<file path="src/rtl/cnt_cmd_dispatcher.sv">
// cnt_cmd_dispatcher: queues count commands in a small FIFO and hands them,
// one at a time and in acceptance order, to a downstream counter FSM using
// its idle/done handshake.
// Optional feature macro: CMD_SKIP_ZERO_EN -- when defined, zero-count head
// entries are dropped in S_IDLE instead of being dispatched.
module cnt_cmd_dispatcher #(
  parameter int DEPTH = 4,
  parameter int CW    = 7
) (
  input  logic                   clk,
  input  logic                   reset_n,
  input  logic                   i_cmd_valid,
  output logic                   o_cmd_ready,
  input  logic [CW-1:0]          i_cmd_num,
  input  logic                   i_dn_idle,
  input  logic                   i_dn_done,
  output logic                   o_run,
  output logic [CW-1:0]          o_num_cnt,
  output logic                   o_busy,
  output logic [$clog2(DEPTH):0] o_fifo_cnt,
  output logic [15:0]            o_jobs_done
);

  localparam int          AW       = $clog2(DEPTH);
  localparam logic [AW:0] FULL_CNT = (AW+1)'(DEPTH);

  typedef enum logic [1:0] {
    S_IDLE  = 2'd0,
    S_ISSUE = 2'd1,
    S_WAIT  = 2'd2
  } state_t;

  state_t          state;
  logic [CW-1:0]   mem [DEPTH];
  logic [AW-1:0]   wr_ptr, rd_ptr;
  logic [AW:0]     count;
  logic [CW-1:0]   head;
  logic            has_cmd, head_zero, push, pop, pop_skip, pop_issue;

  assign o_cmd_ready = (count != FULL_CNT);
  assign o_fifo_cnt  = count;
  assign push        = i_cmd_valid & o_cmd_ready;
  assign head        = mem[rd_ptr];
  assign has_cmd     = (count != '0);

`ifdef CMD_SKIP_ZERO_EN
  assign head_zero = (head == '0);
`else
  assign head_zero = 1'b0;
`endif

  // Zero heads drain without waiting for downstream; real jobs need it idle.
  assign pop_skip  = (state == S_IDLE) && has_cmd && head_zero;
  assign pop_issue = (state == S_IDLE) && has_cmd && !head_zero && i_dn_idle;
  assign pop       = pop_skip | pop_issue;

  // Storage is not reset: occupancy alone decides what is valid.
  always_ff @(posedge clk) begin
    if (push) mem[wr_ptr] <= i_cmd_num;
  end

  // FIFO pointers and occupancy; push and pop on one edge cancel out.
  always_ff @(posedge clk) begin
    if (!reset_n) begin
      wr_ptr <= '0;
      rd_ptr <= '0;
      count  <= '0;
    end else begin
      if (push) wr_ptr <= wr_ptr + 1'b1;
      if (pop)  rd_ptr <= rd_ptr + 1'b1;
      case ({push, pop})
        2'b10:   count <= count + 1'b1;
        2'b01:   count <= count - 1'b1;
        default: count <= count;
      endcase
    end
  end

  // Dispatch FSM with registered run/busy/count outputs.
  always_ff @(posedge clk) begin
    if (!reset_n) begin
      state       <= S_IDLE;
      o_run       <= 1'b0;
      o_busy      <= 1'b0;
      o_num_cnt   <= '0;
      o_jobs_done <= '0;
    end else begin
      case (state)
        S_IDLE: begin
          if (pop_issue) begin
            state     <= S_ISSUE;
            o_num_cnt <= head;
            o_run     <= 1'b1;
            o_busy    <= 1'b1;
          end
        end
        S_ISSUE: begin
          state <= S_WAIT;
          o_run <= 1'b0;
        end
        S_WAIT: begin
          if (i_dn_done) begin
            state       <= S_IDLE;
            o_busy      <= 1'b0;
            o_jobs_done <= o_jobs_done + 16'd1;
          end
        end
        default: begin
          state  <= S_IDLE;
          o_run  <= 1'b0;
          o_busy <= 1'b0;
        end
      endcase
    end
  end

endmodule

</file>
<file path="config.mk">
export PLATFORM = sky130hd
export DESIGN_NAME = cnt_cmd_dispatcher
export DESIGN_NICKNAME = d
export VERILOG_FILES = /design/src/rtl/cnt_cmd_dispatcher.sv
export SDC_FILE = /design/constraint.sdc
export NUM_CORES = 1
export LEC_CHECK = 0
export CAP_MARGIN = 10
export CORE_MARGIN = 4
export CORE_UTILIZATION = 53
export DETAILED_ROUTE_END_ITERATION = 6
export GPL_TIMING_DRIVEN = 0
export HOLD_SLACK_MARGIN = 0.05
export PLACE_DENSITY = 0.9
export SYNTH_ARGS = -nofsm -noshare
export SYNTH_HDL_FRONTEND = slang
export SYNTH_SLANG_ARGS = --single-unit
</file>
<file path="constraint.sdc">
create_clock -name clk -period 2.62 [get_ports clk]
set_clock_uncertainty 0.2 [all_clocks]
set_input_delay 0.524 -clock clk [delete_from_list [all_inputs] [get_ports clk]]
set_output_delay 0.524 -clock clk [all_outputs]
set_load 0.05 [all_outputs]
</file>
# ---- After elaboration in Yosys (flattened, before gate mapping)
# Memory sizes are Yosys's and may differ from the RTL's. A register that Yosys moved wholly into a read port is not among the register bits.
# Index checks and enable logic that the tools add are counted.
dict set report totals {
  mem_bits_rw 28
  wordCells 44
  out_inout_bits 29
  n_memories 1
  in_bits 12
  reg_bits 27
}
dict set report classes {
  muxes 10
  reduce_logical 11
  n_addsub 5
  bitwise_logic 3
  n_eq_ne 7
}
# name depth width rd rd_ports_with_merged_regs write_ports line_no
set mem_list {}
lappend mem_list {mem 4 7 1 1 1 34} ;# logic [CW-1:0] mem [DEPTH];
# operator count
set ops {}
lappend ops {{$add 16x1->16 const B} 1}
lappend ops {{$reduce_and 2->1} 4}
lappend ops {{$pmux 2 s3} 1}
lappend ops {{$pmux 3 s2} 1}
lappend ops {{$add 2x1->2 const B} 2}
lappend ops {{$eq 2x1->1 const B} 2}
lappend ops {{$eq 2x2->1 const B} 2}
lappend ops {{$mux 1} 4}
lappend ops {{$mux 2} 2}
lappend ops {{$ne 2x2->1 const B} 2}
lappend ops {{$add 3x1->3 const B} 1}
lappend ops {{$ne 3x3->1 const B} 1}
lappend ops {{$pmux 1 s3} 1}
lappend ops {{$reduce_and 3->1} 1}
lappend ops {{$reduce_bool 3->1} 1}
lappend ops {{$sub 3x1->3 const B} 1}
lappend ops {{$logic_and 1x1->1} 2}
lappend ops {{$logic_not 2->1} 1}
lappend ops {{$not 1->1} 2}
lappend ops {{$pmux 1 s2} 1}
lappend ops {{$reduce_bool 2->1} 1}
lappend ops {{$and 1x1->1} 1}
lappend ops {{$logic_not 1->1} 1}

# ---- Logic depth before layout (Yosys ltp)
# Gate-level depths: netlist of run 1.
dict set report logic_depth {
  ltp_word 5
  depth_mapped 10
  mapped_depth_nobuf 9
}

# ---- Least setup slack after synthesis of run 1
# Ideal clock, no wire load.
dict set report synth_path {
  path_kind {register -> register}
  startpoint {register count[2], in the netlist o_fifo_cnt[2]}
  endpoint {register count[2], in the netlist o_fifo_cnt[2]}
  stages_incl_launch_ff 10
  path_buffers 0
  period_less_slack_ns 3.087
  setup_slack_ns -0.467
  arrival_time_ns 2.816
  setup_time_ns 0.071
  path_cell_list {dfxtp_1 -> or3b_1 -> and2_1 -> inv_1 -> ha_1 -> inv_1 -> fa_1 -> xor2_1 -> or3_1 -> a21oi_1}
}
dict set report synth_between {
  word_cells_on_any_way 11
}
# item line_no
set synth_rtl {}
lappend synth_rtl {{start: declaration} 36} ;# logic [AW:0] count;
lappend synth_rtl {{start signal: assignment} 72} ;# 2'b10: count <= count + 1'b1;
lappend synth_rtl {{start signal: assignment} 73} ;# 2'b01: count <= count - 1'b1;
lappend synth_rtl {{start signal: assignment} 74} ;# default: count <= count;
lappend synth_rtl {{$ne 3x3->1 (*)} 40} ;# assign o_cmd_ready = (count != FULL_CNT);
lappend synth_rtl {{via o_cmd_ready} 13} ;# output logic o_cmd_ready,
lappend synth_rtl {{$and 1x1->1 (*)} 42} ;# assign push = i_cmd_valid & o_cmd_ready;
lappend synth_rtl {{$eq 2x1->1 or $eq 2x2->1 (tied branches)} 71} ;# case ({push, pop})
lappend synth_rtl {{$pmux 3 s2 or $reduce_bool 2->1 (tied branches)} n/a}
# The timed path passes the listed nets; every way through them passes the cells marked *.
# A chain may end at the register's enable or synchronous reset.

# ---- Worst setup path in the final report of run 1
dict set report layout_path {
  startpoint {input port i_dn_idle}
  endpoint {register count[2], in the netlist o_fifo_cnt[2]}
}
dict set report layout_between {
  elab_chain_len 3
  word_cells_on_any_way 5
}
# item line_no
set layout_rtl {}
lappend layout_rtl {{start: declaration} 15} ;# input logic i_dn_idle,
lappend layout_rtl {{$logic_and 1x1->1 (*)} 54} ;# assign pop_issue = (state == S_IDLE) && has_cmd && !head_zero && i_dn_idle;
lappend layout_rtl {{via pop} 38} ;# logic has_cmd, head_zero, push, pop, pop_skip, pop_issue;
lappend layout_rtl {{$eq 2x1->1 or $eq 2x2->1 (tied branches)} 71}
lappend layout_rtl {{$pmux 3 s2 or $reduce_bool 2->1 (tied branches)} n/a}
# Marks and branches as above.

==> results.md, run 1 <==
Critical path:
- The critical path ends at o_fifo_cnt[2].
- The endpoint identified for the worst register-to-register timing path is o_fifo_cnt[2].
- The worst setup path startpoint is i_dn_idle.
- The number of cells on the worst reg-to-reg path is 9.
- The startpoint identified for the worst register-to-register timing path is o_fifo_cnt[1].
- The cell class contributing the biggest share of worst-path delay is buffers and inverters.
- The number of cells on the critical path is 9.
- The buffers plus inverters on the worst setup path is 3.
- The type of the worst setup path is input port to flop.
- On the worst path, the slowest cell contributes a delay of 0.48 ns.
- The type of element capturing the critical path is a flop.
- The critical path goes through clkdlybuf4s50_1 -> and3b_2 -> buf_8 -> ha_2 -> inv_1 -> fa_1 -> xor2_1 -> or3_1 -> a21oi_1.
- Of all nets on the critical path, the largest fanout is 10.
- The endpoint required time on the critical path is roughly 2.7 ns.
- STA classifies the critical path startpoint as an input port.
- The slowest stage of the critical path is the sky130_fd_sc_hd__clkdlybuf4s50_1 cell.
- The worst-case register-to-register setup slack is roughly 0.1 ns.
- STA puts the critical path data arrival time at 2.62 ns.

GRT:
- The via count of the first global-routing pass is approximately 1,800.
- For met2 alone, demand over resource in global routing was 0.3178.
- The residual overflow from global routing is 0.
- The global routing usage summed across all routing layers is 0.1908.
- The largest net degree at the start of global routing is 11.
- The global routing stage identified its most utilized layer as met2.
- The wire length of the first global-routing pass is 8721 µm.
- In the global route stage, met1 resource usage came out at 0.2244.
- The number of antenna violations at the first check in global routing came to 0.
- In the global route stage, met3 resource usage came out at 0.05568.

Floorplanning:
- The starting density of the core is 0.5448.
- The die height is 77.45 µm.
- In this run the count of I/O pins placed on the die edge is 41.
- The number of placement rows is 25.
- The die extent in x is 77.45 µm.
- The die covers about 0.006 mm².
- The core area is 0.004692 mm².

Placed design:
- The worst slack at placement is -0.5185 ns.
- After legalization and detailed placement, the total HPWL measured 3656 µm.
- The final estimated routing congestion in global placement is 0.8154.
- In this run the cell area measured after placement is 0.003035 mm².
- Port buffering added 40 buffers.
- In this run, placement finished with an instance count of between 300 and 400.

STA:
- The total count of hold-check failures in the final report is 0.
- Derived from the worst setup path, the maximum achievable clock frequency is 390.6 MHz.
- The slew at the pin with the worst max-slew slack is around 0.52 ns.
- The least setup slack across all paths after layout is 0.06003 ns.
- The post-route minimum period is 2.560 ns.
- Setup repair after global routing left no endpoint under its margin.
- The number of max-slew violations in the final report is 0.
- The count of endpoints failing setup in the final report is 0.
- In the finished design, the share of the clock period the worst path needs comes to 0.9771.
- The relative max-transition margin is 0.6509.

Synthesis:
- Averaged over all synthesized cells, the footprint is approximately 12 µm².
- The combined area of all synthesized cells is approximately 0.0026 mm².
- The register bit count reported by yosys is 62.
- Of the total synthesized cell area, the portion taken by XOR and XNOR cells is 0.04797.
- Of the post-synthesis cell area, the part taken by muxes is 0.1047.
- Of the synthesized area, sequential elements account for 0.5952.
- The synthesized-area fraction occupied by ao, oa, aoi and oai cells is 0.02937.
- The synthesized netlist net count is 226.
- The count of distinct cell types in the synthesized netlist is 36.
- Of the total synthesized cell area, the portion taken by full adders, half adders and majority gates is 0.03720.
- The number of warnings issued by yosys is 0.
- By area, the combinational part of the netlist is dominated by simple AND/OR/NAND/NOR gates.
- The area fraction in and, or, nand and nor cells after synthesis is 0.1586.
- The gate count after technology mapping is 207.

Layout:
- The final non-filler cell total is 317.
- In the final layout, flip-flops and latches occupy 0.001528 mm².
- Once layout is done, the placed cells without fillers occupy 0.003256 mm².
- Once layout is complete, the utilization of the core stands at 0.6939.
- For this run, the post-layout net count is around 280.
- The multi-input combinational cells in the finished layout cover a total of 974.7 µm².
- From synthesis to final layout, the design area changed by 27.36%.
- The count of antenna diodes in the layout is 0.
- The fraction of final layout cells sized beyond drive strength 1 is 0.1331.
- The filler cells instantiated in the layout total 348.

Clock network:
- The number of clock sinks is a little over 60.
- At the later pin of the worst-skew pair, clock insertion delay measures 0.33 ns.
- The largest buffer count on any clock path is 2.
- The total clock buffers created by CTS is 9.
- The clock tree from TritonCTS is yes.
- CTS built an H-tree with a depth of 3.
- The clock root buffer is sky130_fd_sc_hd__clkbuf_8.
- The quantity of hold-fixing buffers added after cts is 0.
- The clock-pin transition on the worst setup and hold timing paths is 0.07 ns.

Routing:
- The detail-routed net length per standard cell is around 16 µm.
- After the first detailed-routing iteration, the DRC count stood at 118.
- The DRC violation count after routing is 0.
- The total via count after detailed routing is between 1,500 and 2,000.
- The via density per instance is 5.445.
- The number of iterations in the first detailed-routing pass is 4.
- The total wirelength of the detailed-routed design is 5124 µm.
- The remaining antenna violation count after routing is 0.

Status:
- The run finished with clean final reports.

Pwr:
- The analysis attributes to cell leakage a power of 1.162 nW.
- The worst voltage drop across the vdd grid is 547.8 µV.
- Dividing total power by cell area gives a power density of approximately 920 mW/mm².

Run:
- Across the run, the number of max-cap violations was 0.

Hold path:
- The type of the worst min-delay path is flop to flop.
-- cells by family (layout without fill, tap and decap cells) --
kind of cell,after synthesis,after routing
compound gates,14,14
xor+xnor,14,14
fa+ha+maj,7,7
buf+inv,16,72
flops,62,62
mux,18,18
simple gates,76,76
-- report_power, final --
part,switching (mW),internal (mW),leakage [nW]
sequential,0.0779,1.15,0.534
combinational,0.517,0.387,0.523
clock,0.345,0.530,0.105
total,0.940,2.06,1.16
-- metal layers --
layer | share of wire | wire length, µm
met1 | 0.43 | 2215
met2 | 0.50 | 2545
met4 | 0.019 | 99
met3 | 0.051 | 263
met5 | 0 | 0
-- sequential cells by signal (all words and copies together) (netlist names) --
register / count
wr_ptr: 2
mem: 28
o_run: 1
state: 2
o_busy: 1
o_jobs_done: 16
o_num_cnt: 7
rd_ptr: 2
o_fifo_cnt: 3
-- synth_stat cells --
cell type	number	area (µm²)
sky130_fd_sc_hd__a21oi_1	8	40.04
sky130_fd_sc_hd__and2_1	2	12.51
sky130_fd_sc_hd__and3_1	5	31.28
sky130_fd_sc_hd__and3b_1	2	17.52
sky130_fd_sc_hd__and4_1	2	17.52
sky130_fd_sc_hd__and4_4	1	11.26
sky130_fd_sc_hd__and4b_1	1	10.01
sky130_fd_sc_hd__buf_2	1	5.000
sky130_fd_sc_hd__buf_4	2	15.01
sky130_fd_sc_hd__clkbuf_1	5	18.77
sky130_fd_sc_hd__dfxtp_1	34	680.7
sky130_fd_sc_hd__edfxtp_1	28	840.8
sky130_fd_sc_hd__fa_1	1	20.02
sky130_fd_sc_hd__ha_1	6	75.07
sky130_fd_sc_hd__inv_1	8	30.03
sky130_fd_sc_hd__mux2i_1	11	110.1
sky130_fd_sc_hd__mux4_2	7	157.7
sky130_fd_sc_hd__nand2_1	10	37.54
sky130_fd_sc_hd__nand2_2	1	6.260
sky130_fd_sc_hd__nand2_4	1	11.26
sky130_fd_sc_hd__nand2b_1	2	12.51
sky130_fd_sc_hd__nand3_1	4	20.02
sky130_fd_sc_hd__nand4_1	4	25.02
sky130_fd_sc_hd__nand4b_1	1	8.760
sky130_fd_sc_hd__nor2_1	27	101.4
sky130_fd_sc_hd__nor3_1	5	25.02
sky130_fd_sc_hd__nor4_1	1	6.260
sky130_fd_sc_hd__o211a_1	1	10.01
sky130_fd_sc_hd__o21ai_0	5	25.02
sky130_fd_sc_hd__or2_1	1	6.260
sky130_fd_sc_hd__or3_1	3	18.77
sky130_fd_sc_hd__or3_2	1	7.510
sky130_fd_sc_hd__or3b_1	1	8.760
sky130_fd_sc_hd__or4b_1	1	10.01
sky130_fd_sc_hd__xnor2_1	7	61.31
sky130_fd_sc_hd__xor2_1	7	61.31
-- per-stage QoR --
step / TNS (ns) / hold slack, ns / power [mW]
final: 0 / 0.2708 / 3.003
after global routing: 0 / 0.3204 / 3.153
after CTS: 0 / 0.2721 / 3.008
after detailed placement: -0.8151 / 0.2612 / 2.131
after global placement: -0.6193 / 0.2509 / 2.097
after floorplan: 0 / 0.2692 / 1.872
-- area by class of cell --
class | count | share of cell area
inverters | 8 | 0.009224
repair buffers | 41 | 0.1253
clock buffers | 11 | 0.04035
well taps | 54 | 0.02075
multi-input cells | 129 | 0.2994
clock inverters | 5 | 0.02267
plain buffers | 7 | 0.01307
flip-flops and latches | 62 | 0.4693
-- worst register-to-register path: cells and delay by family (launching register included) --
family                   cells  cell delay, ns
AND/OR/NAND/NOR              3            0.90
flip-flops                   1            0.34
buffers and inverters        2            0.12
adder cells (fa/ha/maj)      2            0.57
AO/OA/AOI/OAI                1            0.13
XOR/XNOR                     1            0.17
-- layout by cell type, fill, tap and decap left out, drive strengths merged --
cell,count
nand4b,1
nand2,12
a21oi,8
clkbuf,15
mux2i,11
clkinv,3
clkdlybuf4s50,40
edfxtp,28
and3,5
xor2,7
xnor2,7
o211a,1
nor2,27
inv,8
nand4,4
buf,4
nor4,1
mux4,7
and3b,2
or4b,1
ha,6
or3b,1
o21ai,5
dfxtp,34
nor3,5
nand2b,2
nand3,4
and4,3
or3,4
and4b,1
bufinv,2
or2,1
and2,2
fa,1
-- worst min-delay path by stage --
stage | startpoint | end | slack, ns | cells after the start
after floorplan | wr_ptr[1] | wr_ptr[1] | 0.27 | 2
after global placement | o_jobs_done[15] | o_jobs_done[15] | 0.25 | 2
after detailed placement | o_jobs_done[15] | o_jobs_done[15] | 0.26 | 2
after CTS | o_jobs_done[15] | o_jobs_done[15] | 0.27 | 2
after global routing | o_jobs_done[14] | o_jobs_done[14] | 0.32 | 2
final | o_jobs_done[15] | o_jobs_done[15] | 0.27 | 2
-- repair_timing --
action                                  in CTS  in global routing
setup buffers                                0                  1
endpoints found under the setup margin       1                  1
hold endpoints to repair                     0                  0
gates resized for setup                      2                  2
(Power assumes the default switching activity.)
==> run 2: changes to the inputs <==
Settings changed: CAP_MARGIN 10 to unset.
==> results of run 2 <==
No change in the layout: final DEF, timing and power equal those of run 1.
